===== src/rtl/demux_pkg.sv =====
// Shared types and default widths for the 1-to-2 lane demultiplexer.
package demux_pkg;

  localparam int unsigned BUS_W_DEFAULT = 8;
  localparam int unsigned CNT_W_DEFAULT = 8;

  typedef enum logic {
    WAIT_L0 = 1'b0,
    WAIT_L1 = 1'b1
  } state_t;

endpackage


===== src/rtl/demux_l2.sv =====
// 1-to-2 lane demux: splits an interleaved lane0/lane1 byte stream back into two lanes.
// Optional macro DEMUX_GAP_FLUSH_EN: an idle cycle while a lane0 byte is held flushes it alone.
module demux_l2
  import demux_pkg::*;
#(
  parameter int unsigned BUS_W = BUS_W_DEFAULT,
  parameter int unsigned CNT_W = CNT_W_DEFAULT
) (
  input  logic             clk_4f,
  input  logic             reset,
  input  logic [BUS_W-1:0] Entrada,
  input  logic             validEntrada,
  output logic [BUS_W-1:0] Salida0,
  output logic [BUS_W-1:0] Salida1,
  output logic             validSalida0,
  output logic             validSalida1,
  output logic [CNT_W-1:0] pair_count
);

  state_t           state;
  logic [BUS_W-1:0] hold;

  // Pair assembly FSM; reset wins over any byte presented in the same cycle.
  always_ff @(posedge clk_4f) begin
    if (reset) begin
      state        <= WAIT_L0;
      hold         <= '0;
      Salida0      <= '0;
      Salida1      <= '0;
      validSalida0 <= 1'b0;
      validSalida1 <= 1'b0;
      pair_count   <= '0;
    end else begin
      validSalida0 <= 1'b0;
      validSalida1 <= 1'b0;
      case (state)
        WAIT_L0: begin
          if (validEntrada) begin
            hold  <= Entrada;
            state <= WAIT_L1;
          end
        end
        WAIT_L1: begin
          if (validEntrada) begin
            Salida0      <= hold;
            Salida1      <= Entrada;
            validSalida0 <= 1'b1;
            validSalida1 <= 1'b1;
            pair_count   <= pair_count + CNT_W'(1);
            state        <= WAIT_L0;
          end
`ifdef DEMUX_GAP_FLUSH_EN
          else begin
            // Emit the orphaned lane0 byte; lane1 output keeps its old value.
            Salida0      <= hold;
            validSalida0 <= 1'b1;
            state        <= WAIT_L0;
          end
`endif
        end
        default: state <= WAIT_L0;
      endcase
    end
  end

endmodule


===== config.mk =====
export PLATFORM = sky130hd
export DESIGN_NAME = demux_l2
export DESIGN_NICKNAME = d
export VERILOG_FILES = /design/src/rtl/demux_pkg.sv /design/src/rtl/demux_l2.sv
export SDC_FILE = /design/constraint.sdc
export NUM_CORES = 1
export LEC_CHECK = 0
export CAP_MARGIN = 40
export CORE_MARGIN = 2
export CORE_UTILIZATION = 41
export CTS_CLUSTER_SIZE = 10
export DETAILED_ROUTE_END_ITERATION = 16
export PLACE_DENSITY_LB_ADDON = 0.3
export SLEW_MARGIN = 20
export SYNTH_ARGS = -nofsm -noshare
export SYNTH_HDL_FRONTEND = slang
export SYNTH_SLANG_ARGS = --single-unit

===== constraint.sdc =====
create_clock -name clk_4f -period 1.1 [get_ports clk_4f]
set_input_delay 0.22 -clock clk_4f [delete_from_list [all_inputs] [get_ports clk_4f]]
set_output_delay 0.22 -clock clk_4f [all_outputs]
set_load 0.005 [all_outputs]

# ---- Word-level counts from Yosys, hierarchy flattened
# Index checks and enable logic that the tools add are counted.
# W data, S select, Z words.
dict set report word_totals {
  register_bits 34
  in_bits 11
  out_inout_bits 26
}
dict set report op_classes {
  n_addsub 1
  muxes 3
  bitwise_logic 1
  reduce_logical 3
}
# cell n
set op_table {}
lappend op_table {{$add A8 B1 Y8 const B} 1}
lappend op_table {{$reduce_and A2 Y1} 2}
lappend op_table {{$mux W1} 2}
lappend op_table {{$pmux W1 S2} 1}
lappend op_table {{$reduce_or A2 Y1} 1}
lappend op_table {{$not A1 Y1} 1}

# ---- Longest topological paths before layout
dict set report logic_depth {
  word_depth 2
  ltp_mapped 6
}

# ---- Worst setup path after synthesis
# Ideal clock, no wire load.
dict set report synth_path {
  path_type {reg2reg}
  startpoint {register state}
  endpoint {register pair_count[7]}
  arrival_ns 1.134
  required_time_ns 1.030
  path_slack_ns -0.104
  path_stages_with_launch 6
  path_buffers 1
  period_less_slack_ns 1.204
  path_cell_list {dfxtp_1 ha_1 buf_2 nand4_2 or3_1 a21oi_1}
}
dict set report synth_via {
  elab_chain_cells 1
}
# element line_no
set synth_lines {}
lappend synth_lines {{start: declaration} demux_l2.sv:20} ;# state_t state;
lappend synth_lines {{start signal: assignment} demux_l2.sv:26} ;# state <= WAIT_L0;
lappend synth_lines {{start signal: assignment} demux_l2.sv:40} ;# state <= WAIT_L1;
lappend synth_lines {{start signal: assignment} demux_l2.sv:50} ;# state <= WAIT_L0;
lappend synth_lines {{$reduce_and A2 Y1 (no source line)} -}
lappend synth_lines {{end signal: assignment} demux_l2.sv:49} ;# pair_count <= pair_count + CNT_W'(1);
lappend synth_lines {{end: declaration} demux_l2.sv:17} ;# output logic [CNT_W-1:0] pair_count
# No other way between the ends.
# A chain may end at the register's enable or synchronous reset.

# ---- Final worst setup path
dict set report layout_path {
  startpoint {register pair_count[0]}
  endpoint {register pair_count[6]}
}
dict set report layout_via {
  elab_chain_cells 1
}
# element line_no
set layout_lines {}
lappend layout_lines {{$add A8 B1 Y8} demux_l2.sv:49}
# No other way between the ends.

==> out/metrics.cfg <==
[routing]
dr_total_vias=1068
drt_first_iter_violations=22
wl_per_cell_um=12.88
drc=0
firstDrtPassIters=4
final_antenna_net_count=0
via_per_inst=4.899
totalWireLength_um=2808

[floorplanning]
start_util_pct=42.17
dieWidth_um=59.57
die_area_um2=3549
num_rows=20
die_h_um=59.57
io_pins=37
coreArea_um2=3003

[yosys]
ys_types=18
syn_nets=137
synthesis.area_um2=1266
synth_edf_count=0
synth_common_cells=dfxtp_1 (34), nor2_1 (30), mux2i_1 (25), clkbuf_1 (4)
ys.flop_type=dfxtp_1
synthTopCellsByArea=dfxtp_1 (54%), mux2i_1 (20%), nor2_1 (8.9%)
synth_top_area_cell=dfxtp_1
ys_warn_count=0
yosysTopAreaCellShare_pct=53.75
avgSynthCellArea_um2=10.29
post-synth-top-count-cell=dfxtp_1
ys_ff_latch=34
seq_area_frac_synth_pct=53.75
syn-instance-count=123
async_flop_share_pct=0

[timing]
fin_crit_sh_pct=108.6
final_max_slew_viol_count=0
setup_viol=22
min_period_ns=1.195
grt_setup_unrepaired=yes
hold_slack_ns=0.4700
fmax_ghz=0.8368
tightestPinTransition_ns=0.2006
fin_ws_ns=-0.09504
maxSlewHeadroom_pct=86.49
hold_viol_final=0
skew_ns=0.004891

[worst_setup_path]
worstSetupPathType=register to register
required_ns=1.36
crit_family=simple AND/OR/NAND/NOR gates
cp.depth=5
cp_cell_sequence=buf_6 > ha_4 > nand3_1 > or3_1 > a21oi_1
arrival_ns=1.46
path_buf_inv=1
cp_max_fo=3
slowest_delay_ns=0.36
crit_path_start_kind=register
worst_r2r_path_depth=5
critPathCaptureType=register
critPathSlowestCell=dfxtp_4

[clock_network]
clkLatencyLatePin_ns=0.32
cts_inserted_buffers=5
h-tree-depth=2
cts_tree=yes
root_buffer=clkbuf_4
clk_path_buf_depth=2
cts_sinks=34
cts.clk_slew.worst_paths_ns=0.09

[global_route]
grt_pass1_wl_um=4429
grt_overflow=0
gr-usage-all-layers_pct=17.25
grt_pass1_vias=986
antenna_found_initial=0
grt_max_degree=35

[place]
dp_hpwl_um=1779
io_buffers=36
gp_congestion=0.7493
preCtsSetupSlack_ns=-0.5082

[power]
intPower_w=0.001714
static-leakage-power_nw=0.8353
vdd_drop_max_uv=876.9
switching_share_pct=24.22
pwr_density_cell_nw_per_um2=1181
p_comb_share_pct=14.7
clockPowerShare_pct=27.4
p_switching_w=0.0005476
pwr-share-seq_pct=57.9

[layout]
area_growth_pct=51.19
fin_nets=199
antenna_cells=0
drive_gt1_share_pct=50.27

[hold_path]
min_path_cells=4
hp-class=input port to register

[run]
cap_violations=0

[status]
status=finished, violations left
violations=setup timing

## repair_timing
action                                 in CTS  in global routing
pin swaps                                   9                  2
buffers inserted                           12                  4
setup endpoints to repair                  58                 57
gates resized for setup                    90                 36
hold buffers                                0                  0
endpoints found under the hold margin       0                  0
## power by group through the flow
stage	sequential [W]	combinational [W]	clock (W)
finish	0.00131	0.000333	0.000619
global route	0.00132	0.000359	0.000691
CTS	0.00131	0.000313	0.000640
detailed placement	0.00134	0.000292	0
global placement	0.00133	0.000285	0
floorplan	0.00134	0.000150	0
## sequential cells by signal (all words and copies together) (netlist names)
name / cells
Salida0: 8
state: 1
Salida1: 8
validSalida1: 1
hold: 8
pair_count: 8
## logic make-up after synthesis
family | Yosys count | synth area share [%]
simple gates | 41 | 14.33
fa+ha+maj | 3 | 2.965
xor+xnor | 4 | 2.767
flops | 34 | 53.75
mux | 25 | 19.76
buf+inv | 10 | 4.051
compound gates | 6 | 2.371
## cell usage in the layout (no fill, tap or decap), types with 2 or more instances in the layout
cell / count
nor2_1: 30
mux2i_1: 24
dfxtp_2: 23
clkbuf_2: 22
buf_4: 20
clkdlybuf4s50_1: 9
dfxtp_1: 8
buf_6: 6
clkbuf_4: 5
o21ai_0: 3
xor2_1: 3
ha_4: 3
dfxtp_4: 3
buf_12: 3
nand3_1: 2
or3_1: 2
a21oi_1: 2
nand4_1: 2
clkbuf_1: 2
dlygate4sd2_1: 2
buf_2: 2
## layer usage
metal | vias up | part of all wire (%) | track usage (%)
met4 | 0 | 1.1 | 8.254
met1 | 493 | 44 | 20.11
met2 | 38 | 49 | 26.69
met5 | - | 0 | 0
met3 | 4 | 6.2 | 8.079
li1 | 533 | - | -
## layout make-up
cell class / instances / area, um2
clock buffer: 7 / 45.04
fill: 253 / 1089
sequential: 34 / 720.7
tap: 33 / 41.29
multi-input combinational: 79 / 595.6
inverter: 1 / 6.256
timing repair buffer: 64 / 505.5
## through the flow
stage	TNS, ns	instance area, um2	std cells	power [W]	utilization, %
after floorplan	-0.2348	1291	123	0.001486	-
after global placement	-13.14	1750	195	0.001619	58.29
after detailed placement	-14.14	1750	195	0.001629	58.29
after CTS	-0.6892	1953	214	0.002261	65.04
after global routing	-2.420	1914	218	0.002366	63.75
final	-1.240	1914	218	0.002261	63.75
## tightest hold or removal path, stage by stage
cell           delay, ns
dlygate4sd2_1       0.26
buf_4               0.14
ha_4                0.11
nor2_1              0.03
## final timing paths
kind | startpoint | to | slack [ns]
worst min register to register | Salida1[0] | Salida1[0] | 0.49
worst max-delay path | pair_count[0] | pair_count[6] | -0.1
worst min-delay path | validEntrada | state | 0.47
worst max register to register | pair_count[0] | pair_count[6] | -0.1
Note: power is estimated with default switching activity, not from simulation.
==> RTL change 1, RTL diff (same flow settings) <==
Set the package constant `BUS_W_DEFAULT` to 12 (it was 8).
--- a/src/rtl/demux_pkg.sv
+++ b/src/rtl/demux_pkg.sv
@@ -2,5 +2,5 @@
 package demux_pkg;
 
-  localparam int unsigned BUS_W_DEFAULT = 8;
+  localparam int unsigned BUS_W_DEFAULT = 12;
   localparam int unsigned CNT_W_DEFAULT = 8;
 
Ports: changed (resized Entrada, Salida0 and Salida1); port bits go from 37 to 49. The function was not compared with the original's and may differ.
==> RTL change 1 against the original RTL <==
- the flow still finishes with violations (setup timing)
- sequential cell count up 12
- routed wire length up 30%
- cell area up 34%
- worst setup slack worse by 0.0014 ns
- combinational power up 23%
- total power up 44%
- area after synthesis up 33%
- critical endpoint is now pair_count[7]$_SDFFE_PP0P_
- largest cell class unchanged
==> RTL change 1: results (changes against the original RTL) <==
- Run status: finished with violations
- Failing checks: setup timing
- Share of cells above drive strength 1: 33.9% (-16 points)
- Crit-path max FO: 4 (+1)
- Port buffer count: 48 (+33%)
- Seq group: 0.00177 W (+35%)
- Share of the synthesized area in the top cell type: 54.9% (+1.1 points)
- GRT Overall Usage: 16.7% (-0.53 points)
- Final setup viols: 43 (+95%)
- Combinational share of power: 12.6% (-2.1 points)
- Setup TNS: -1.49 ns (-0.247 ns)
- Vias: 1,353 (+27%)
- DRT iter0 DRCs: 71 (+220%)
- Placed insts: 260 (+33%)
- Gpl congestion: 0.731 (-2.5%)
- First-pass GRT wire length: 5730 µm (+29%)
- Final nets: 247 (+24%)
- PwrDens: 1260 nW/µm² (+7.1%)
- Clk_skew: 0.00256 ns (-0.00233 ns)
- Vias in the first global route: 1,326 (+34%)
- Placed instance area: 2340 µm² (+34%)
- Static Leak: 1.04 nW (+25%)
- # diodes: 0 (unchanged)
- YS warnings: 0 (unchanged)
- # fillers: 312 (+23%)
- Biggest regs: Salida0: 12 flops, Salida1: 12 flops, hold: 12 flops
- Most frequent cells after synthesis: dfxtp_1 (46), nor2_1 (42), mux2i_1 (37)
- CTS Buf Count: 5 (unchanged)
- Synth Net Count: 178 (+30%)
- Syn avg cell area: 10.5 µm² (+1.9%)
- Peak supply drop: 0.946 mV (+7.9%)
- Fraction of registers with async set/reset: 0% (unchanged)
- Pre-antenna DRT Iters: 4 (unchanged)
- Synth cell types: 19 (+1)
- Setup WS pre-CTS: -0.524 ns (-0.0159 ns)
- CTS root buf: clkbuf_8
- Clk_lat worst skew: 0.30 ns (-0.02 ns)
- Initial antenna violation count: 0 (unchanged)
- Routed length per instance: 13.0 µm (+0.87%)
- Seq/Total Area, Yosys: 54.9% (+1.1 points)
- Clock tree buffer depth: 2 (unchanged)
- Routed WL: 3640 µm (+30%)
- DP HPWL: 2400 µm (+35%)
- Final setup margin: -0.0964 ns (-0.00140 ns)
- Hold Crit Class: in -> reg
- Pin count of the biggest net entering global routing: 47 (+34%)
- Htree depth: 2 (unchanged)
- Transition time of the tightest slew-check pin: 0.204 ns (+0.00322 ns)
- Critical Path AT: 1.43 ns (-0.03 ns)
- Sw Ratio: 23.8% (-0.38 points)
- Clock slew at reported path FFs: 0.08 ns
- Synth area leaders: dfxtp_1 (55%), mux2i_1 (22%), nor2_1 (9.4%), ha_1 (2.2%), buf_4 (1.8%)
-- RTL change 1: worst paths after layout --
path	start	to	slack, ns	depth (start not counted)
max	pair_count[1]$_SDFFE_PP0P_	pair_count[7]$_SDFFE_PP0P_	-0.1	5
min	validEntrada	validSalida1$_SDFF_PP0_	0.40	2
max reg2reg	pair_count[1]$_SDFFE_PP0P_	pair_count[7]$_SDFFE_PP0P_	-0.1	5
min reg2reg	Salida0[11]$_SDFFE_PP0P_	Salida0[11]$_SDFFE_PP0P_	0.49	2
-- RTL change 1: critical path, stage by stage, from the launching register on --
cell and delay, ns:
dfxtp_4 0.36, buf_6 0.10, buf_6 0.10, nand4_4 0.11
or3_1 0.32, a21oi_1 0.14
-- RTL change 1: cell type report --
type	instances	area, µm²	share of cell area (%)
Clock buffer	6	82.6	3.22
Tap cell	50	62.6	2.44
Inverter	1	3.75	0.146
Clock inverter	2	12.5	0.487
Timing Repair Buffer	72	691	26.9
Sequential cell	46	967	37.7
Multi-Input combinational cell	103	748	29.1
-- RTL change 1: cell families after synthesis --
group                    count (synthesis)  share of synthesized area (%)
AO/OA/AOI/OAI                            6                           1.79
XOR/XNOR                                 4                           2.09
adder cells (fa/ha/maj)                  3                           2.24
buffers and inverters                   11                           3.43
flip-flops                              46                           54.9
multiplexers                            37                           22.1
AND/OR/NAND/NOR                         53                           13.5
-- RTL change 1: layer usage --
layer	part of all wire [%]	wire length [µm]	up-vias	track usage, %
met5	0	0	-	0
met4	2.1	75	0	8.75
met3	5.5	201	8	4.28
met2	50	1830	39	29.6
met1	42	1530	640	18.2
li1	-	-	666	-
-- RTL change 1: repair_timing --
action / CTS / global route
setup buffers: 12 / 0
pin swaps: 7 / 2
hold buffers: 0 / 0
gates resized for setup: 105 / 11
gates cloned: 0 / 0
setup endpoints to repair: 76 / 50
==> RTL change 2, RTL diff (same flow settings) <==
Without the edit above. Register the inputs `Entrada` and `validEntrada` before use, without a reset. The logic sees them one clock later.
--- a/src/rtl/demux_l2.sv
+++ b/src/rtl/demux_l2.sv
@@ -18,4 +18,12 @@
 );
 
+  logic [BUS_W-1:0] Entrada_q;
+  logic validEntrada_q;
+
+  always_ff @(posedge clk_4f) begin
+    Entrada_q      <= Entrada;
+    validEntrada_q <= validEntrada;
+  end
+
   state_t           state;
   logic [BUS_W-1:0] hold;
@@ -36,13 +44,13 @@
       case (state)
         WAIT_L0: begin
-          if (validEntrada) begin
-            hold  <= Entrada;
+          if (validEntrada_q) begin
+            hold  <= Entrada_q;
             state <= WAIT_L1;
           end
         end
         WAIT_L1: begin
-          if (validEntrada) begin
+          if (validEntrada_q) begin
             Salida0      <= hold;
-            Salida1      <= Entrada;
+            Salida1      <= Entrada_q;
             validSalida0 <= 1'b1;
             validSalida1 <= 1'b1;
Check against the original RTL: not equivalent (Yosys sat finds a counterexample within 4 cycles, from zero or initial values and one cycle with reset high).
==> RTL change 2 against the original RTL <==
- the flow still finishes with violations (setup timing)
- routed wire length increased by 5.8%
- die area increased by 13%
- worst setup slack got worse by 0.021 ns
- cell area increased by 10%
- total power increased by 24%
- utilization decreased by 1.0 points
- non-clock buffer count unchanged
- area after synthesis increased by 14%
- critical path depth unchanged
- sequential share of layout area increased by 5.1 points
- sequential cell count increased by 9
- combinational power decreased by 6.6%
- critical endpoint unchanged
- largest cell class unchanged
==> RTL change 2: results (changes against the original RTL) <==
- Die width: 63.4 µm (+6.4%)
- Multi-input combinational area share: 29.1% (-2.0 points)
- Final Non-Filler Cells: 240 (+10%)
- Clk_skew: 0.00423 ns (-0.000658 ns)
- Pin count of the biggest net entering global routing: 13 (-63%)
- Metal3 WL: 192 µm (+11%)
- Sequential share of cell area: 42.8% (+5.1 points)
- WHS Endpoint: Entrada_q[7]$_DFF_P_
- YS warnings: 0 (unchanged)
- Clock network share of area: 3.14% (+0.79 points)
- WHS Path Cells: 1 (-3)
- Static Leak: 0.942 nW (+13%)
- Slew headroom: 81.4% (-5.1 points)
- Non-clk buf share: 22.1% (-4.3 points)
- Synth Net Count: 146 (+6.6%)
- Cell area after layout: 2110 µm² (+10%)
- Final nets: 208 (+4.5%)
- Seq/Total Area, Yosys: 59.5% (+5.8 points)
- Post-Route M1 WL: 1210 µm (-1.5%)
- Run status: finished with violations
- GR Util met2: 28.4% (+1.7 points)
- GRT Overall Usage: 16.0% (-1.3 points)
- Vias in the first global route: 1,144 (+16%)
- Post-CTS sizing: 132 (+47%)
- Routed met2 length: 1540 µm (+12%)
- Peak supply drop: 0.959 mV (+9.3%)
- DP HPWL: 1980 µm (+12%)
- Number of clock buffers in the layout: 7 (unchanged)
- # fillers: 311 (+23%)
- Synth cell types: 18 (unchanged)
- Setup TNS: -0.538 ns (+0.702 ns)
- Final setup viols: 14 (-36%)
- Most frequent cells after synthesis: dfxtp_1 (43), nor2_1 (30), mux2i_1 (25)
- DRT iter0 DRCs: 21 (-4.5%)
- Failing checks: setup timing
- Placed instance area: 1960 µm² (+12%)
- Met1 global-route usage: 17.1% (-3.0 points)
- Global routing met3 resource utilization: 6.07% (-2.0 points)
- Synth area leaders: dfxtp_1 (60%), mux2i_1 (17%), nor2_1 (7.8%), ha_1 (2.6%), xor2_1 (1.8%)
- Share of cells above drive strength 1: 51.0% (+0.76 points)
- Gpl congestion: 0.798 (+6.5%)
- Placed insts: 220 (+13%)
- Setup WS pre-CTS: -0.101 ns (+0.408 ns)
- Hold Path Origin: Entrada[7]
- #FFs+latches synth: 43 (+26%)
- Port buffer count: 36 (unchanged)
- Min Hold Slack: 0.312 ns (-0.158 ns)
- First-pass GRT wire length: 5020 µm (+13%)
- Final setup margin: -0.116 ns (-0.0208 ns)
- Synth Instances: 132 (+7.3%)
- Post-CTS setup buffer count: 9 (-3)
- Main synth FF type: dfxtp_1
- Clock slew at reported path FFs: 0.11 ns (+0.02 ns)
- Routed WL: 2970 µm (+5.8%)
- DR vias/cell: 4.59 (-6.3%)
- Multi-input gates: 79 (unchanged)
[RTL change 2: cell types whose count changed in the layout (fill, tap and decap cells not counted), sizes merged]
cell | before | now
buf | 31 | 52
clkbuf | 29 | 9
dfxtp | 34 | 43
dlygate4sd2 | 2 | 0
clkdlybuf4s50 | 9 | 10
[RTL change 2: where the power goes]
part / leakage (nW) / internal, W / switching (W)
Clock: 0.0365 / 0.000378 / 0.000456
Sequential: 0.366 / 0.00162 / 0.0000391
Combinational: 0.539 / 0.000182 / 0.000128
[RTL change 2: kinds of logic after synthesis]
family                     share of synthesized area [%]
AOI/OAI and AO/OA                                   2.08
xor gates and xnor gates                            2.42
adders and majority gates                           2.60
buffers and inverters                               3.55
DFF                                                 59.5
muxes                                               17.3
and+or+nand+nor                                     12.5
[RTL change 2: critical path: stages, from the launching register on]
cell and delay, ns:
dfxtp_4 0.37, buf_6 0.11, ha_4 0.13, nand3_1 0.09
or3_4 0.34, a21oi_2 0.12
